[config.mk]
export PLATFORM = sky130hd
export DESIGN_NAME = mem_access_unit
export DESIGN_NICKNAME = d
export VERILOG_FILES = /design/src/rtl/mips_pkg.sv /design/src/rtl/ls_lane.sv /design/src/rtl/mem_access_unit.sv
export SDC_FILE = /design/constraint.sdc
export NUM_CORES = 1
export LEC_CHECK = 0
export ABC_AREA = 1
export BUFFER_PORTS_ARGS = -buffer_cell sky130_fd_sc_hd__buf_2
export CORE_MARGIN = 1.5
export CORE_UTILIZATION = 53
export DETAILED_ROUTE_END_ITERATION = 6
export GPL_ROUTABILITY_DRIVEN = 0
export GPL_TIMING_DRIVEN = 0
export PLACE_DENSITY = 0.8
export SETUP_SLACK_MARGIN = 0.5
export SLEW_MARGIN = 30
export SYNTH_ARGS = -nofsm -noshare
export SYNTH_HDL_FRONTEND = slang
export SYNTH_HIERARCHICAL = 1
export SYNTH_SLANG_ARGS = --single-unit
[constraint.sdc]
create_clock -name clk -period 2.99 [get_ports clk]
set_clock_uncertainty 0.2 [all_clocks]
set_input_delay 0.1495 -clock clk [delete_from_list [all_inputs] [get_ports clk]]
set_output_delay 0.1495 -clock clk [all_outputs]
set_load 0.02 [all_outputs]
[src/rtl/mips_pkg.sv]
// Shared definitions for the load/store sequencer: op encodings, FSM states
// and lane-select helpers.
package mips_pkg;

    localparam logic [2:0] OP_LW  = 3'b000;
    localparam logic [2:0] OP_LH  = 3'b001;
    localparam logic [2:0] OP_LB  = 3'b010;
    localparam logic [2:0] OP_LHU = 3'b011;
    localparam logic [2:0] OP_SW  = 3'b100;
    localparam logic [2:0] OP_SH  = 3'b101;
    localparam logic [2:0] OP_SB  = 3'b110;
    localparam logic [2:0] OP_LBU = 3'b111;

    typedef enum logic [2:0] {
        IDLE,
        RD,
        CAP,
        WR,
        DONE,
        ERR
    } state_e;

    localparam logic [3:0] LANE_BYTE = 4'b0001;
    localparam logic [3:0] LANE_HALF = 4'b0011;
    localparam logic [3:0] LANE_WORD = 4'b1111;

    function automatic logic op_is_store(logic [2:0] op);
        return (op == OP_SW) || (op == OP_SH) || (op == OP_SB);
    endfunction

    // Byte lanes written by a store at byte offset a within the word.
    function automatic logic [3:0] lane_mask(logic [2:0] op, logic [1:0] a);
        logic [3:0] base;
        case (op)
            OP_SB:   base = LANE_BYTE;
            OP_SH:   base = LANE_HALF;
            default: base = LANE_WORD;
        endcase
        return base << a;
    endfunction

endpackage

[src/rtl/ls_lane.sv]
// Combinational lane logic: load extraction/extension, sub-word store merge
// and alignment check for one memory word.
module ls_lane (
    input  logic [31:0] word,
    input  logic [1:0]  addr,
    input  logic [2:0]  op,
    input  logic [31:0] wdata,
    output logic [31:0] load_val,
    output logic [31:0] store_word,
    output logic        misaligned
);
    import mips_pkg::*;

    logic [7:0]  byte_v;
    logic [15:0] half_v;
    logic [31:0] rep;
    logic [3:0]  mask;

    assign byte_v = word[{addr, 3'b000} +: 8];
    assign half_v = word[{addr[1], 4'b0000} +: 16];
    assign mask   = lane_mask(op, addr);

    always_comb begin
        load_val = '0;
        case (op)
            OP_LW:   load_val = word;
            OP_LH:   load_val = {{16{half_v[15]}}, half_v};
            OP_LHU:  load_val = {16'h0000, half_v};
            OP_LB:   load_val = {{24{byte_v[7]}}, byte_v};
            OP_LBU:  load_val = {24'h000000, byte_v};
            default: load_val = '0;
        endcase
    end

    always_comb begin
        misaligned = 1'b0;
        case (op)
            OP_LW, OP_SW:         misaligned = (addr != 2'b00);
            OP_LH, OP_LHU, OP_SH: misaligned = addr[0];
            default:              misaligned = 1'b0;
        endcase
    end

    // Replicate the source across all lanes, then keep only the addressed ones.
    always_comb begin
        rep = wdata;
        case (op)
            OP_SB:   rep = {4{wdata[7:0]}};
            OP_SH:   rep = {2{wdata[15:0]}};
            default: rep = wdata;
        endcase
    end

    always_comb begin
        store_word = word;
        for (int i = 0; i < 4; i++) begin
            if (mask[i]) begin
                store_word[8*i +: 8] = rep[8*i +: 8];
            end
        end
    end

endmodule

[src/rtl/mem_access_unit.sv]
// Multicycle load/store sequencer between the datapath and a single-port word
// memory, with read-modify-write for sub-word stores.
module mem_access_unit #(
    parameter int unsigned READ_LATENCY = 1
) (
    input  logic        clk,
    input  logic        reset,
    input  logic        start,
    input  logic [2:0]  op,
    input  logic [31:0] addr,
    input  logic [31:0] wdata,
    output logic [31:0] mem_addr,
    output logic        mem_wr,
    output logic [31:0] mem_wdata,
    input  logic [31:0] mem_rdata,
    output logic        busy,
    output logic        done,
    output logic        addr_err,
    output logic [31:0] load_data
);
    import mips_pkg::*;

    localparam logic [1:0] LAST_CNT = 2'(READ_LATENCY - 1);

    state_e      state_q, state_d;
    logic [1:0]  cnt_q, cnt_d;
    logic [2:0]  op_q;
    logic [31:0] addr_q;
    logic [31:0] wdata_q;
    logic [31:0] merged_q;
    logic [31:0] load_data_q;

    logic        latch_req;
    logic        cap_load;
    logic        cap_merge;

    logic [1:0]  lane_addr;
    logic [2:0]  lane_op;
    logic [31:0] lane_load;
    logic [31:0] lane_store;
    logic        lane_mis;

    // In IDLE the lane checks the incoming request; afterwards the latched one.
    assign lane_addr = (state_q == IDLE) ? addr[1:0] : addr_q[1:0];
    assign lane_op   = (state_q == IDLE) ? op : op_q;

    ls_lane u_lane (
        .word       (mem_rdata),
        .addr       (lane_addr),
        .op         (lane_op),
        .wdata      (wdata_q),
        .load_val   (lane_load),
        .store_word (lane_store),
        .misaligned (lane_mis)
    );

    always_comb begin
        state_d   = state_q;
        cnt_d     = cnt_q;
        latch_req = 1'b0;
        cap_load  = 1'b0;
        cap_merge = 1'b0;
        case (state_q)
            IDLE: begin
                if (start) begin
                    latch_req = 1'b1;
                    cnt_d     = 2'd0;
                    if (lane_mis) begin
                        state_d = ERR;
                    end else if (op == OP_SW) begin
                        state_d = WR;
                    end else begin
                        state_d = RD;
                    end
                end
            end
            RD: begin
                if (cnt_q == LAST_CNT) begin
                    state_d = CAP;
                end else begin
                    cnt_d = cnt_q + 2'd1;
                end
            end
            CAP: begin
                if (op_is_store(op_q)) begin
                    cap_merge = 1'b1;
                    state_d   = WR;
                end else begin
                    cap_load = 1'b1;
                    state_d  = DONE;
                end
            end
            WR:      state_d = DONE;
            DONE:    state_d = IDLE;
            ERR:     state_d = IDLE;
            default: state_d = IDLE;
        endcase
    end

    always_ff @(posedge clk) begin
        if (reset) begin
            state_q     <= IDLE;
            cnt_q       <= 2'd0;
            op_q        <= 3'b000;
            addr_q      <= '0;
            wdata_q     <= '0;
            merged_q    <= '0;
            load_data_q <= '0;
        end else begin
            state_q <= state_d;
            cnt_q   <= cnt_d;
            if (latch_req) begin
                op_q    <= op;
                addr_q  <= addr;
                wdata_q <= wdata;
            end
            if (cap_merge) begin
                merged_q <= lane_store;
            end
            if (cap_load) begin
                load_data_q <= lane_load;
            end
        end
    end

    always_comb begin
        mem_addr = '0;
        if (state_q == RD || state_q == CAP || state_q == WR) begin
            mem_addr = {addr_q[31:2], 2'b00};
        end
    end

    always_comb begin
        mem_wdata = '0;
        if (state_q == WR) begin
            mem_wdata = (op_q == OP_SW) ? wdata_q : merged_q;
        end
    end

    assign mem_wr    = (state_q == WR);
    assign busy      = (state_q != IDLE);
    assign done      = (state_q == DONE) || (state_q == ERR);
    assign addr_err  = (state_q == ERR);
    assign load_data = load_data_q;

endmodule

* Word level (Yosys, flattened, before mapping)
Cells that the tools add are included.
Operators by class: add/sub/neg operators 1, equal/unequal tests 19, shift operators 3, mux-type cells 28, reductions and logical operators 15
Operators by type and width (number):
- 32-bit one-hot mux with 5 select lines | 1
- 32-bit 2-to-1 mux | 3
- 32-bit one-hot mux with 2 select lines | 1
- 8-bit 2-to-1 mux | 4
- 32-bit by 6-bit indexed part select with 16-bit output | 1
- 32-bit by 6-bit indexed part select with 8-bit output | 1
- 3-bit == test (second input constant) | 10
- 3-bit 2-to-1 mux | 5
- 3-bit by 2-bit == test with 1-bit output (second input constant) | 4
- 3-bit one-hot mux with 4 select lines | 1
- 2-bit 2-to-1 mux | 4
- 4-bit one-hot mux with 2 select lines | 1
- 3-bit by 1-bit == test with 1-bit output (second input constant) | 2
- 3-bit logical NOT | 2
- 1-bit 2-to-1 mux | 6
- 2-bit inequality test (second input constant) | 3
- 1-bit logical OR | 5
- 2-bit one-hot mux with 2 select lines | 1
- 2-bit nonzero test | 2
- 4-bit by 2-bit << shifter with 4-bit output | 1
- 3-bit AND reduction | 1
- 3-bit nonzero test | 1
- 3-bit OR reduction | 1
- 2-bit by 1-bit adder with 2-bit output (second input constant) | 1
- 4 further kinds | 4
Word-level totals: bits in registers 136, bits of input ports 102, output and inout port bits 100, logic and storage cells 73

* Longest topological paths before layout
depth after elaboration 8, depth in mapped cells 15, mapped depth without buffers 14

* Hierarchy
Netlist, hierarchy kept.
Modules (own cells, without submodules):
- mem_access_unit | times used 1, cells each 814, area each 5716.7 µm², sequential area each 2722.6 µm²
- ls_lane | times used 1, cells each 397, area each 1859.3 µm², sequential area each 0.0 µm²

* Least setup slack after synthesis
Ideal clock, no wire load.
path type reg2reg, start point reg state_q[1], end point reg merged_q[24], setup time 0.116 ns, arrival 2.018 ns, data required time 2.674 ns, path slack 0.656 ns, cell stages (with the launch flop) 13, buffers on the path 0, clock period less this slack 2.334 ns, path through dfxtp_1 -> nor2_4 -> nand2_4 -> o21ai_0 -> nand3_1 -> nand2_1 -> nand2_1 -> nand2_2 -> inv_2 -> nand2_1 -> nand2_1 -> o21ai_0 -> nor2_1
Between the ends: word-level cells in the longest chain between the ends 6, elaborated cells between the ends (all ways) 11, classes of those cells eq/ne: 3; shift: 1; mux: 6; reduce/logical: 1
Ends and longest elaborated chain:
- from (decl) | line mem_access_unit.sv:25 | state_e state_q, state_d;
- from (signal assigned) | line mem_access_unit.sv:110 | state_q <= state_d;
- 3-bit logical NOT * | line mem_access_unit.sv:45 | assign lane_op = (state_q == IDLE) ? op : op_q;
- 3-bit 2-to-1 mux * | line mem_access_unit.sv:45
- net lane_op[0] | line mem_access_unit.sv:38 | logic [2:0] lane_op;
- 3-bit == test | line mips_pkg.sv:34, ls_lane.sv:47
- 4-bit one-hot mux with 2 select lines | line mips_pkg.sv:34 | case (op)
- 4-bit by 2-bit << shifter with 4-bit output | line mips_pkg.sv:39 | return base << a;
- 8-bit 2-to-1 mux * | line ls_lane.sv:57 | if (mask[i]) begin
- net lane_store[24] | line mem_access_unit.sv:40 | logic [31:0] lane_store;
- to (signal assigned) | line mem_access_unit.sv:118 | merged_q <= lane_store;
- to (decl) | line mem_access_unit.sv:30 | logic [31:0] merged_q;
The timed path passes the listed nets; every way through them passes the cells marked *. A chain may end at the register's enable or synchronous reset.

* Final worst setup path
start point reg state_q[1], end point reg load_data_q[28], in the netlist load_data[28]
Between the ends: word-level cells in the longest chain between the ends 4, elaborated cells between the ends (all ways) 13, classes of those cells eq/ne: 5; shift: 2; mux: 4; reduce/logical: 2
Ends and longest elaborated chain:
- 3-bit logical NOT * | line mem_access_unit.sv:44 | assign lane_addr = (state_q == IDLE) ? addr[1:0] : addr_q[1:0];
- 2-bit 2-to-1 mux * | line mem_access_unit.sv:44
- net lane_addr[1] | line mem_access_unit.sv:37 | logic [1:0] lane_addr;
- 32-bit by 6-bit indexed part select with 8-bit output / 32-bit by 6-bit indexed part select with 16-bit output (equally long branches) | line ls_lane.sv:19, ls_lane.sv:20
- 32-bit one-hot mux with 5 select lines * | line ls_lane.sv:25 | case (op)
- net lane_load[28] | line mem_access_unit.sv:39 | logic [31:0] lane_load;
- to (signal assigned) | line mem_access_unit.sv:121 | load_data_q <= lane_load;
- to (decl) | line mem_access_unit.sv:31 | logic [31:0] load_data_q;
Marks and branches as above.

==> impl_results.md <==
- # DRC: 44
- Type of the worst setup path: reg -> reg
- Total number of vias: 9652
- #FFs+latches synth: 136
- Share of flip-flops with an asynchronous set or reset: 0%
- Final Max Tran Viols: 0
- Reg2Reg Setup Slack: roughly 540 ps
- CTS buffer count: 17
- Worst setup EP type: flip-flop
- DP HPWL: roughly 18000 um
- Die Ht: 123 um
- Worst Hold Depth: 5
- H-tree Lvls: 4
- R2R Path End: load_data[28]
- Synth Flop Type: dfxtp_1
- RSZ-0062 raised after global routing: true
- Number of core rows: 43
- Die width: 123 um
- Vias in the first global route: 8970
- Pin count of the biggest net entering global routing: 17
- ANT cells: 0
- Slowest stage cell, crit path: dfxtp_4
- Cell variety after synth: 30
- Worst hold path type: in -> reg
- Drt pass-1 iters: 7
- Via/cell ratio: 5.59
- GRT overflow: 0
- Post-layout min period: 2450 ps
- Initial antenna violation count: 0
- Synth top area share: between 30% and 40%
- I/O Pins: 202
- CTS tree: built
- Worst-path clk slew: around 60 ps
- Cell breakdown of the critical path: nor2_4, nand2_4, nand2_1, nand2_1, buf_6, inv_2, buf_4, nand2_1, o21ai_2, nand3_2, buf_4, nand3_1, nor2_1, nor2_1
- Clock Tree Root: clkbuf_16
- Slowest cell delay on critical path: 370 ps
- Worst slack, placed: 250 ps
- Min-delay src: mem_rdata[20]
- Area grow syn2layout: 39.5%
- R2R depth: 14
- WP data arrival: ~2600 ps
- ANT nets after route: 0
- Worst EP required: 3140 ps
- Post-synthesis sequential area ratio: 35.9%
- # setup viols final: 0
- Wire length per cell: between 15 and 20 um
- F_max: slightly above 400 MHz
- Most common cell after layout, fill and taps aside: nand2_1
- Synth area leader: dfxtp_1
- Syn Inst Count: approximately 1.2k
- Number of flops mapped to enable cells by yosys: 0
- Final hold viol count: 0
- IO buf count: slightly below 200
- Status: complete, but fails checks
- Post-Syn Area: 7580 um^2
- Setup TNS: 0 ps
- Die ar.: 15000 um^2
- Max transition margin: 56.2%
- Most frequent CP cell: nand2_1
- Power per Cell Area: 873 nW/um^2
- Most frequent cells in the layout: 326 x nand2_1, 223 x buf_2, 172 x nor2_1, 133 x dfxtp_1, 111 x o21ai_0
- YS warnings: 6
- Layout cells sized above 1: 22.8%
- Hold EP: load_data[20]
- All-layer global routing usage: 36.7%
- Reg2Reg Launch Point: state_q[1]
- Failing checks: DRC
- Clock Latency Late Sink: around 440 ps
- Area contributors post-synth: dfxtp_1 36%, nand2_1 16%, nor2_1 8.7%
- Global-route wire length before repair: 43300 um
- Max cap viols: 0
- CTS sink count: 136
- Slew @ Worst Pin: about 660 ps
- Routed wire length: around 28000 um
- Leak: around 5.1 nW
- Initial Util: a little over half
- CTS max path bufs: 2
- CP startpoint kind: flip-flop
- Core outline area: 13900 um^2
- Nets: 1638
- CP Max Fanout: 10
- Syn Area/Cell: 6.26 um^2
- Final Cycle Share: 82.1%
- Iteration-0 DRC count of the detailed router: 1302
- VDD IR max: between 0.0005 and 0.0006 V
- Worst setup margin: 536 ps
-- metrics by stage --
step / std cells / power [W] / hold slack (ps) / area, um^2 / utilization (%)
5_1_grt: 1728 / 0.00976 / 37.7 / 10600 / 75.9
3_5_place_dp: 1590 / 0.00656 / 206 / 8800 / 63.1
2_1_floorplan: 1212 / 0.00544 / 85.9 / 7580 / -
6_report: 1728 / 0.00923 / 25.3 / 10600 / 75.9
3_3_place_gp: 1590 / 0.00649 / 200 / 8800 / 63.1
4_1_cts: 1722 / 0.00876 / 0.343 / 10400 / 74.7
-- cells by family (layout without fill, tap and decap cells) --
kind of cell	Yosys count	count (layout)	synth area share, %
other	1	2	0.0495
buffers and inverters	195	530	11.4
AND/OR/NAND/NOR	628	629	34.5
adder cells (fa/ha/maj)	1	1	0.165
AO/OA/AOI/OAI	250	250	17.9
flip-flops	136	136	35.9
-- critical path: cells and delay by family (launching register included) --
family | cells | cell delay [ps]
buf+inv | 4 | 640
simple gates | 9 | 1080
compound gates | 1 | 90
flops | 1 | 370
-- cell usage after synthesis (2+ instances only) --
library cell  instances
o21ai_0             116
nand2_4               2
inv_1               103
inv_2                 7
nor2_2                3
o211ai_1             23
a21oi_2              11
buf_2                32
nand3_2               2
nand3_1              73
buf_8                 3
nor2_1              176
nand4_1              24
clkbuf_1             34
a21oi_1              98
dfxtp_1             136
buf_4                13
nor3_2                2
nand2_2              14
nand2_1             329
-- area by class of cell --
class / count / area [um^2]
plain buffers: 83 / 489
clock buffers: 18 / 429
clock inverters: 14 / 140
fillers: 1014 / 3360
inverters: 112 / 427
multi-input cells: 882 / 4090
flip-flops and latches: 136 / 2730
well taps: 180 / 225
repair buffers: 303 / 2040
-- registers in the layout (all words and copies together) (netlist names) --
name       cells
addr_q        32
cnt_q          2
load_data     32
merged_q      32
op_q           3
state_q        3
wdata_q       32
-- how the worst max path moves through the flow --
| stage | from | to |
|---|---|---|
| final | state_q[1] | load_data[28] |
| after global routing | state_q[1] | load_data[28] |
| after CTS | state_q[1] | mem_wdata[19] |
| after detailed placement | state_q[1] | merged_q[30] |
| after global placement | state_q[1] | merged_q[30] |
| after floorplan | state_q[1] | merged_q[24] |
-- routing by layer --
metal  GRT usage (%)  wire (um)
met1            45.2      10800
met2            59.4      12600
met3            9.90       2940
met4            17.7       1390
met5               0          0
-- where the power goes --
group | internal [W] | switching, W
Clock | 0.00116 | 0.000887
Sequential | 0.00216 | 0.000288
Combinational | 0.00158 | 0.00315
Total | 0.00490 | 0.00433
-- what timing repair did --
action                     4_1_cts  5_1_grt
hold buffers                    99        0
gates cloned                     0        2
buffers inserted                 1        4
pin swaps                        0        9
hold endpoints to repair       114        0
resized for setup               15       47
setup endpoints to repair       95       97
Note: power is estimated with default switching activity, not from simulation.
